### src/rtl/mux_rr_reg.sv
// N-to-1 valid/ready multiplexer with a single registered output beat.
// Arbitration is either an externally supplied select (mode = 0) or
// round-robin over the valid inputs (mode = 1). One beat per cycle, one
// cycle of latency. The output register is the only storage besides the
// round-robin pointer.
module mux_rr_reg #(
    parameter int unsigned WIDTH = 16,
    parameter int unsigned N     = 4,
    parameter int unsigned SELW  = 2
) (
    input  logic               clk,
    input  logic               rst,
    input  logic [N*WIDTH-1:0] in_data,
    input  logic [N-1:0]       in_valid,
    output logic [N-1:0]       in_ready,
    input  logic               mode,
    input  logic [SELW-1:0]    sel,
    output logic [WIDTH-1:0]   out_data,
    output logic               out_valid,
    input  logic               out_ready,
    output logic [SELW-1:0]    out_ch
);

    logic [WIDTH-1:0] out_data_q, out_data_d;
    logic             out_valid_q, out_valid_d;
    logic [SELW-1:0]  out_ch_q, out_ch_d;
    logic [SELW-1:0]  ptr_q, ptr_d;

    logic             fix_vld;
    logic             hi_vld, lo_vld;
    logic [SELW-1:0]  hi_idx, lo_idx;
    logic             grant_vld;
    logic [SELW-1:0]  grant_idx;
    logic [WIDTH-1:0] grant_data;
    logic             load_ok;
    logic             accept;

    // Fixed-mode grant: only a select that names an existing, valid channel wins.
    always_comb begin
        fix_vld = 1'b0;
        for (int unsigned i = 0; i < N; i++) begin
            if (SELW'(i) == sel && in_valid[i]) begin
                fix_vld = 1'b1;
            end
        end
    end

    // Round-robin search: lowest valid index at or above ptr, else lowest valid overall.
    always_comb begin
        hi_vld = 1'b0;
        hi_idx = '0;
        lo_vld = 1'b0;
        lo_idx = '0;
        for (int i = int'(N) - 1; i >= 0; i--) begin
            if (in_valid[i]) begin
                lo_vld = 1'b1;
                lo_idx = SELW'(i);
                if (SELW'(i) >= ptr_q) begin
                    hi_vld = 1'b1;
                    hi_idx = SELW'(i);
                end
            end
        end
    end

    // Pick the active arbiter, then derive ready and the accept strobe.
    always_comb begin
        if (mode) begin
            grant_vld = lo_vld;
            grant_idx = hi_vld ? hi_idx : lo_idx;
        end else begin
            grant_vld = fix_vld;
            grant_idx = sel;
        end
        load_ok = !out_valid_q || out_ready;
        accept  = grant_vld && load_ok && !rst;
    end

    // One-hot ready towards the granted channel and its data word.
    always_comb begin
        in_ready   = '0;
        grant_data = '0;
        for (int unsigned i = 0; i < N; i++) begin
            if (grant_idx == SELW'(i)) begin
                in_ready[i] = accept;
                grant_data  = in_data[i*WIDTH +: WIDTH];
            end
        end
    end

    // Output register and pointer next state: load, drain or hold.
    always_comb begin
        out_data_d  = out_data_q;
        out_valid_d = out_valid_q;
        out_ch_d    = out_ch_q;
        ptr_d       = ptr_q;
        if (accept) begin
            out_data_d  = grant_data;
            out_valid_d = 1'b1;
            out_ch_d    = grant_idx;
            // Only round-robin accepts advance fairness; fixed accepts leave it alone.
            if (mode) begin
                ptr_d = (grant_idx == SELW'(N - 1)) ? '0 : grant_idx + 1'b1;
            end
        end else if (out_valid_q && out_ready) begin
            out_valid_d = 1'b0;
        end
    end

    // State registers with synchronous reset; reset discards any held beat.
    always_ff @(posedge clk) begin
        if (rst) begin
            out_data_q  <= '0;
            out_valid_q <= 1'b0;
            out_ch_q    <= '0;
            ptr_q       <= '0;
        end else begin
            out_data_q  <= out_data_d;
            out_valid_q <= out_valid_d;
            out_ch_q    <= out_ch_d;
            ptr_q       <= ptr_d;
        end
    end

    assign out_data  = out_data_q;
    assign out_valid = out_valid_q;
    assign out_ch    = out_ch_q;

endmodule
### config.mk
export PLATFORM = sky130hd
export DESIGN_NAME = mux_rr_reg
export DESIGN_NICKNAME = d
export VERILOG_FILES = /design/src/rtl/mux_rr_reg.sv
export SDC_FILE = /design/constraint.sdc
export NUM_CORES = 1
export LEC_CHECK = 0
export ABC_AREA = 0
export BUFFER_PORTS_ARGS = -buffer_cell sky130_fd_sc_hd__buf_4
export CORE_ASPECT_RATIO = 1.5
export CORE_MARGIN = 2
export CORE_UTILIZATION = 25
export DETAILED_ROUTE_END_ITERATION = 12
export GPL_TIMING_DRIVEN = 0
export PLACE_DENSITY = 0.58
export RECOVER_POWER = 25
export SLEW_MARGIN = 40
export SYNTH_ARGS = -nofsm -noshare
export SYNTH_HDL_FRONTEND = slang
export SYNTH_SLANG_ARGS = --single-unit
### constraint.sdc
create_clock -name clk -period 2.38 [get_ports clk]
set_input_delay 0.357 -clock clk [delete_from_list [all_inputs] [get_ports clk]]
set_output_delay 0.357 -clock clk [all_outputs]
set_load 0.1 [all_outputs]
==> flow_summary.toml, run 1 <==
[timing]
setup_viol = 0
max_clock_freq_mhz = 434
worst_pin_slew_ns = 1.22
post-route-min-period_ns = 2.30
clock_skew_ns = 0.00271
slew_viol_final = 0
hold_viol = 0
slew_headroom = 0.191
min_period_over_period = 0.967

[drt]
ant_nets = 0
first_iter_violations = 98
post_drt_wl_per_cell_um = 15.1
viasPerCell = 4.89
drc_errors = 0
wl_um = 5990
dr.pass1.iters = 4
detailroute.via_count = 1936

[floorplan]
core_area_sq_mm = 0.00617
fp.dieW_um = 69.6
ios = 97
fp.dieArea_sq_mm = 0.00712
num_rows = 35
die_h_um = 102
start_util = 0.261

[critical_path]
crit_buf_inv = 3
cp_slowest_cell = "dfxtp_4"
crit_arrival_ns = 1.94
crit_path_cell_trace = "nor2b_1, o21ai_1, a32o_2, inv_4, ha_4, clkbuf_8, and3_4, buf_12"
path_delay_family = "compound AO/OA/AOI/OAI gates"
end_kind = "output port"
path_class = "reg2out"
start_kind = "register"
critPathRequiredTime_ns = 2.02
critPathMaxFanout = 10
slowest_delay_ns = 0.37

[job]
timing.max_cap.violations = 0

[grt]
grt_pass1_wl_um = 9320
grt_pass1_vias = 1952
grt-ovfl-total = 0
grt_max_degree = 12
grt.total_usage = 0.162
antenna_found_initial = 0

[cts]
ctsHoldBuffers = 0
numCtsBuffers = 3
path_clk_slew_ns = 0.07
h-tree-depth = 1
clk-insertion-delay-late_ns = 0.25
clock_path_buffers = 2
cts_sinks = 21
cts_root_buf = "clkbuf_8"
cts_tree = "built"

[placed_design]
gp_congestion = 0.773
io_buffers = 96
placed_cells = 386
placed_area_sq_mm = 0.00244
hpwl_um = 4660

[logic_synthesis]
ys_warn_count = 0
syn_area_sq_mm = 0.00161
ys_types = 30
syn_inst = 216
avgSynthCellArea_sq_um = 7.46
syn-num-nets = 294
ys_seq_area_frac = 0.261
ys_ff_latch = 21

[cells_and_area]
fin_util = 0.433
syn_to_final_growth_pct = 66.0
n_fill_cell = 647
antenna_cells = 0
final_cell_mix = "buf_4 (94), a21oi_1 (51), clkbuf_1 (19), dfxtp_1 (19)"
fin_area_sq_mm = 0.00268
drive_gt1_frac = 0.432
regArea_sq_um = 425
multi_input_area_sq_mm = 0.00111
final_cells = 396
final_net_count = 401
final_common_cell = "buf_4"

[min_path]
hp-class = "in2reg"

[pwr]
total_leakage_power_nw = 1.19
power_density_mw_per_mm2 = 549
ir_worst_vdd_uv = 213
power.total_mw = 1.47

[outcome]
outcome = "finished clean"
-- routing by layer --
layer | up-vias | share of wire | GRT usage | wire (um)
met3 | 2 | 0.050 | 0.0187 | 302
met2 | 68 | 0.55 | 0.318 | 3280
met4 | 0 | 0.0082 | 0.0468 | 49
met5 | - | 0 | 0 | 0
li1 | 993 | - | - | -
met1 | 873 | 0.39 | 0.183 | 2360
-- area by class of cell --
cell class                      count  area share
Sequential cell                    21       0.159
Tap cell                           74      0.0346
Timing Repair Buffer              105       0.301
Buffer                             18      0.0449
Clock buffer                        4      0.0168
Multi-Input combinational cell    155       0.416
Inverter                           19      0.0276
-- where the power goes --
part           internal [mW]  total (mW)  switching [mW]  leakage [nW]
registers              0.388       0.411          0.0229         0.175
logic                  0.288       0.829           0.540         0.990
clock network          0.119       0.230           0.111        0.0228
-- stage by stage --
step	hold WS [ns]	setup TNS [ns]	setup WS [ns]
2_1_floorplan	0.429	-0.126	-0.126
3_3_place_gp	0.507	-6.92	-0.625
3_5_place_dp	0.514	-7.30	-0.620
4_1_cts	0.300	0	0.0102
5_1_grt	0.312	-0.0114	-0.00904
6_report	0.305	0	0.0783
-- cells in the mapped netlist --
cell / number / area share
buf_4: 2 / 0.0093
a211oi_4: 1 / 0.012
a22oi_1: 16 / 0.075
nor4_1: 1 / 0.0039
o21bai_1: 2 / 0.0093
ha_1: 4 / 0.031
a22oi_4: 1 / 0.013
o21ai_0: 17 / 0.053
dfxtp_1: 21 / 0.26
and3_1: 4 / 0.016
and2_4: 1 / 0.0054
inv_1: 19 / 0.044
a311oi_1: 1 / 0.0054
buf_2: 2 / 0.0062
nand2_1: 17 / 0.040
clkbuf_1: 15 / 0.035
mux2i_1: 3 / 0.019
o211ai_1: 1 / 0.0047
o2111a_1: 1 / 0.0070
a32o_1: 1 / 0.0062
a211oi_2: 10 / 0.078
a21o_1: 1 / 0.0047
a31oi_1: 1 / 0.0039
nor4_4: 1 / 0.013
nor2b_1: 6 / 0.023
a21oi_1: 51 / 0.16
nor3_1: 1 / 0.0031
a211oi_1: 7 / 0.033
buf_6: 2 / 0.014
nor2_1: 6 / 0.014
-- state kept, by name (all words and copies together) (netlist names) --
register	cells
out_data	16
ptr_q	2
out_ch	2
out_valid	1
-- repair_timing --
action                     in CTS  in global routing
pin swaps                       5                  5
buffers inserted                5                  4
gates resized for setup        38                 10
setup endpoints to repair      20                 15
-- worst register-to-register path, stage by stage (launching register included) --
cell	delay (ns)
dfxtp_4	0.38
o211ai_1	0.09
a21o_1	0.20
a31oi_4	0.24
inv_2	0.11
ha_4	0.19
clkbuf_1	0.22
a21oi_1	0.17
o21ai_0	0.12
a22oi_1	0.28
a211oi_2	0.11
-- path summary, 6_finish.rpt --
check,startpoint,cells after the start,slack (ns),end
setup reg to reg,ptr_q[0],10,0.15,out_data[11]
hold / removal,rst,2,0.30,out_ch[1]
setup / recovery,ptr_q[0],8,0.08,in_ready[2]
hold reg to reg,out_data[14],2,0.52,out_data[14]
-- logic make-up (layout without fill, tap and decap cells) --
family / Yosys count / count (layout) / synth area share
AO/OA/AOI/OAI: 111 / 111 / 0.463
buffers and inverters: 40 / 146 / 0.109
AND/OR/NAND/NOR: 37 / 37 / 0.118
flip-flops: 21 / 21 / 0.261
adder cells (fa/ha/maj): 4 / 4 / 0.0311
multiplexers: 3 / 3 / 0.0186
Note: power is estimated with default switching activity, not from simulation.
==> inputs of run 2 (changes only) <==
--- a/config.mk
+++ b/config.mk
@@ -8,11 +8,10 @@
 export ABC_AREA = 0
 export BUFFER_PORTS_ARGS = -buffer_cell sky130_fd_sc_hd__buf_4
 export CORE_ASPECT_RATIO = 1.5
-export CORE_MARGIN = 2
-export CORE_UTILIZATION = 25
+export CORE_UTILIZATION = 43
 export DETAILED_ROUTE_END_ITERATION = 12
 export GPL_TIMING_DRIVEN = 0
-export PLACE_DENSITY = 0.58
+export PLACE_DENSITY = 0.87
 export RECOVER_POWER = 25
 export SLEW_MARGIN = 40
 export SYNTH_ARGS = -nofsm -noshare
==> flow_summary.toml, run 2 (synthesis gave the netlist of run 1 again) <==
[drt]
wl_um = 6150
drc_errors = 0
first_iter_violations = 108
detailroute.via_count = 2154
viasPerCell = 5.84
dr.pass1.iters = 5
post_drt_wl_per_cell_um = 16.7
ant_nets = 0

[cells_and_area]
drive_gt1_frac = 0.443
final_cells = 369
final_common_cell = "buf_4"
fin_util = 0.772
fin_area_sq_mm = 0.00269
final_cell_mix = "buf_4 (96), a21oi_1 (51), dfxtp_1 (19)"
syn_to_final_growth_pct = 66.8
final_net_count = 406
antenna_cells = 0
largest_reg_flops = 16

[floorplan]
die_h_um = 77.0
ios = 97
fp.dieArea_sq_mm = 0.00400
start_util = 0.463
num_rows = 26
fp.dieW_um = 52.0
core_area_sq_mm = 0.00348

[critical_path]
critPathRequiredTime_ns = 2.02
crit_path_cell_trace = "o211ai_1, a21o_1, a31oi_4, buf_6, ha_4, buf_6, and3_4, buf_12"
start_kind = "register"
end_kind = "output port"
path_class = "reg2out"
slowest_delay_ns = 0.37
crit_arrival_ns = 1.95
cp_common_cell = "buf_6"
critPathMaxFanout = 6
cp_slowest_cell = "dfxtp_4"

[cts]
clock_path_buffers = 2
cts_sinks = 21
cts_tree = "built"
numCtsBuffers = 3
clk-insertion-delay-late_ns = 0.26
h-tree-depth = 1
cts_root_buf = "clkbuf_8"
path_clk_slew_ns = 0.07

[timing]
min_period_over_period = 0.971
clock_skew_ns = 0.00163
max_clock_freq_mhz = 433
holdWs_ns = 0.300
setup_ws_ns = 0.0700
slew_viol_final = 0
setup_viol = 0
hold_viol = 0
post-route-min-period_ns = 2.31
rsz0062_at_grt = "true"
slew_headroom = 0.208
worst_pin_slew_ns = 1.19

[pwr]
total_leakage_power_nw = 1.22
ir_worst_vdd_uv = 607
power_density_mw_per_mm2 = 562

[job]
timing.max_cap.violations = 0

[grt]
met2_usage = 0.559
grt-busiest-layer = "met2"
grt_pass1_vias = 2099
use_met1 = 0.328
grt-ovfl-total = 0
antenna_found_initial = 0
grt.total_usage = 0.311
use_met3 = 0.0556
grt_max_degree = 13
grt_pass1_wl_um = 9430

[placed_design]
gp_congestion = 0.895
hpwl_um = 4230
placed_area_sq_mm = 0.00240
io_buffers = 96
pre_cts_ws_ns = -0.584
placed_cells = 354

[outcome]
outcome = "finished clean"

[min_path]
hp-class = "in2reg"
-- run 2: cell types whose count changed in the layout (fill, tap and decap cells not counted), sizes merged --
cell,change
buf,+7
clkbuf,-3
clkinv,+1
-- run 2: critical path: cells and delay by family (launching register included) --
family                   cells  cell delay (ns)
AO/OA/AOI/OAI                3             0.54
flip-flops                   1             0.37
adder cells (fa/ha/maj)      1             0.16
buffers and inverters        3             0.43
AND/OR/NAND/NOR              1             0.18
-- run 2: worst paths after layout --
check | end | cells after the start | startpoint | slack [ns]
max | in_ready[1] | 8 | ptr_q[0] | 0.07
max reg2reg | out_data[10] | 10 | ptr_q[0] | 0.14
min reg2reg | out_data[12] | 2 | out_data[12] | 0.53
min | out_ch[1] | 2 | rst | 0.30
-- run 2: report_power, final --
group          total, mW  switching (mW)  internal (mW)
clock network      0.234           0.117          0.117
registers          0.412          0.0250          0.387
logic              0.865           0.559          0.306
total               1.51           0.701          0.811
-- run 2: metrics by stage --
step / setup TNS, ns / power [mW]
floorplan: -0.126 / 0.954
global placement: -5.69 / 1.17
detailed placement: -6.42 / 1.19
CTS: 0 / 1.47
global route: -0.0242 / 1.58
finish: 0 / 1.51
-- run 2: what timing repair did --
item                                   CTS  global route
setup endpoints to repair               20            10
pin swaps                                4             5
hold buffers                             0             0
setup buffers                            5             9
resized for setup                       36            21
endpoints found under the hold margin    0             0
-- run 2: layout make-up --
cell class	count	area [sq um]
clock inverters	1	5.00
well taps	42	52.6
fillers	234	792
repair buffers	110	846
multi-input cells	155	1110
plain buffers	18	133
flip-flops and latches	21	428
inverters	19	73.8
clock buffers	3	41.3
-- run 2: per-layer routing --
| metal | share of wire | vias to the layer above | wire, um |
|---|---|---|---|
| met5 | 0 | - | 0 |
| met2 | 0.53 | 145 | 3280 |
| met1 | 0.34 | 974 | 2110 |
| met4 | 0.048 | 0 | 294 |
| met3 | 0.077 | 34 | 472 |
| li1 | - | 1001 | - |
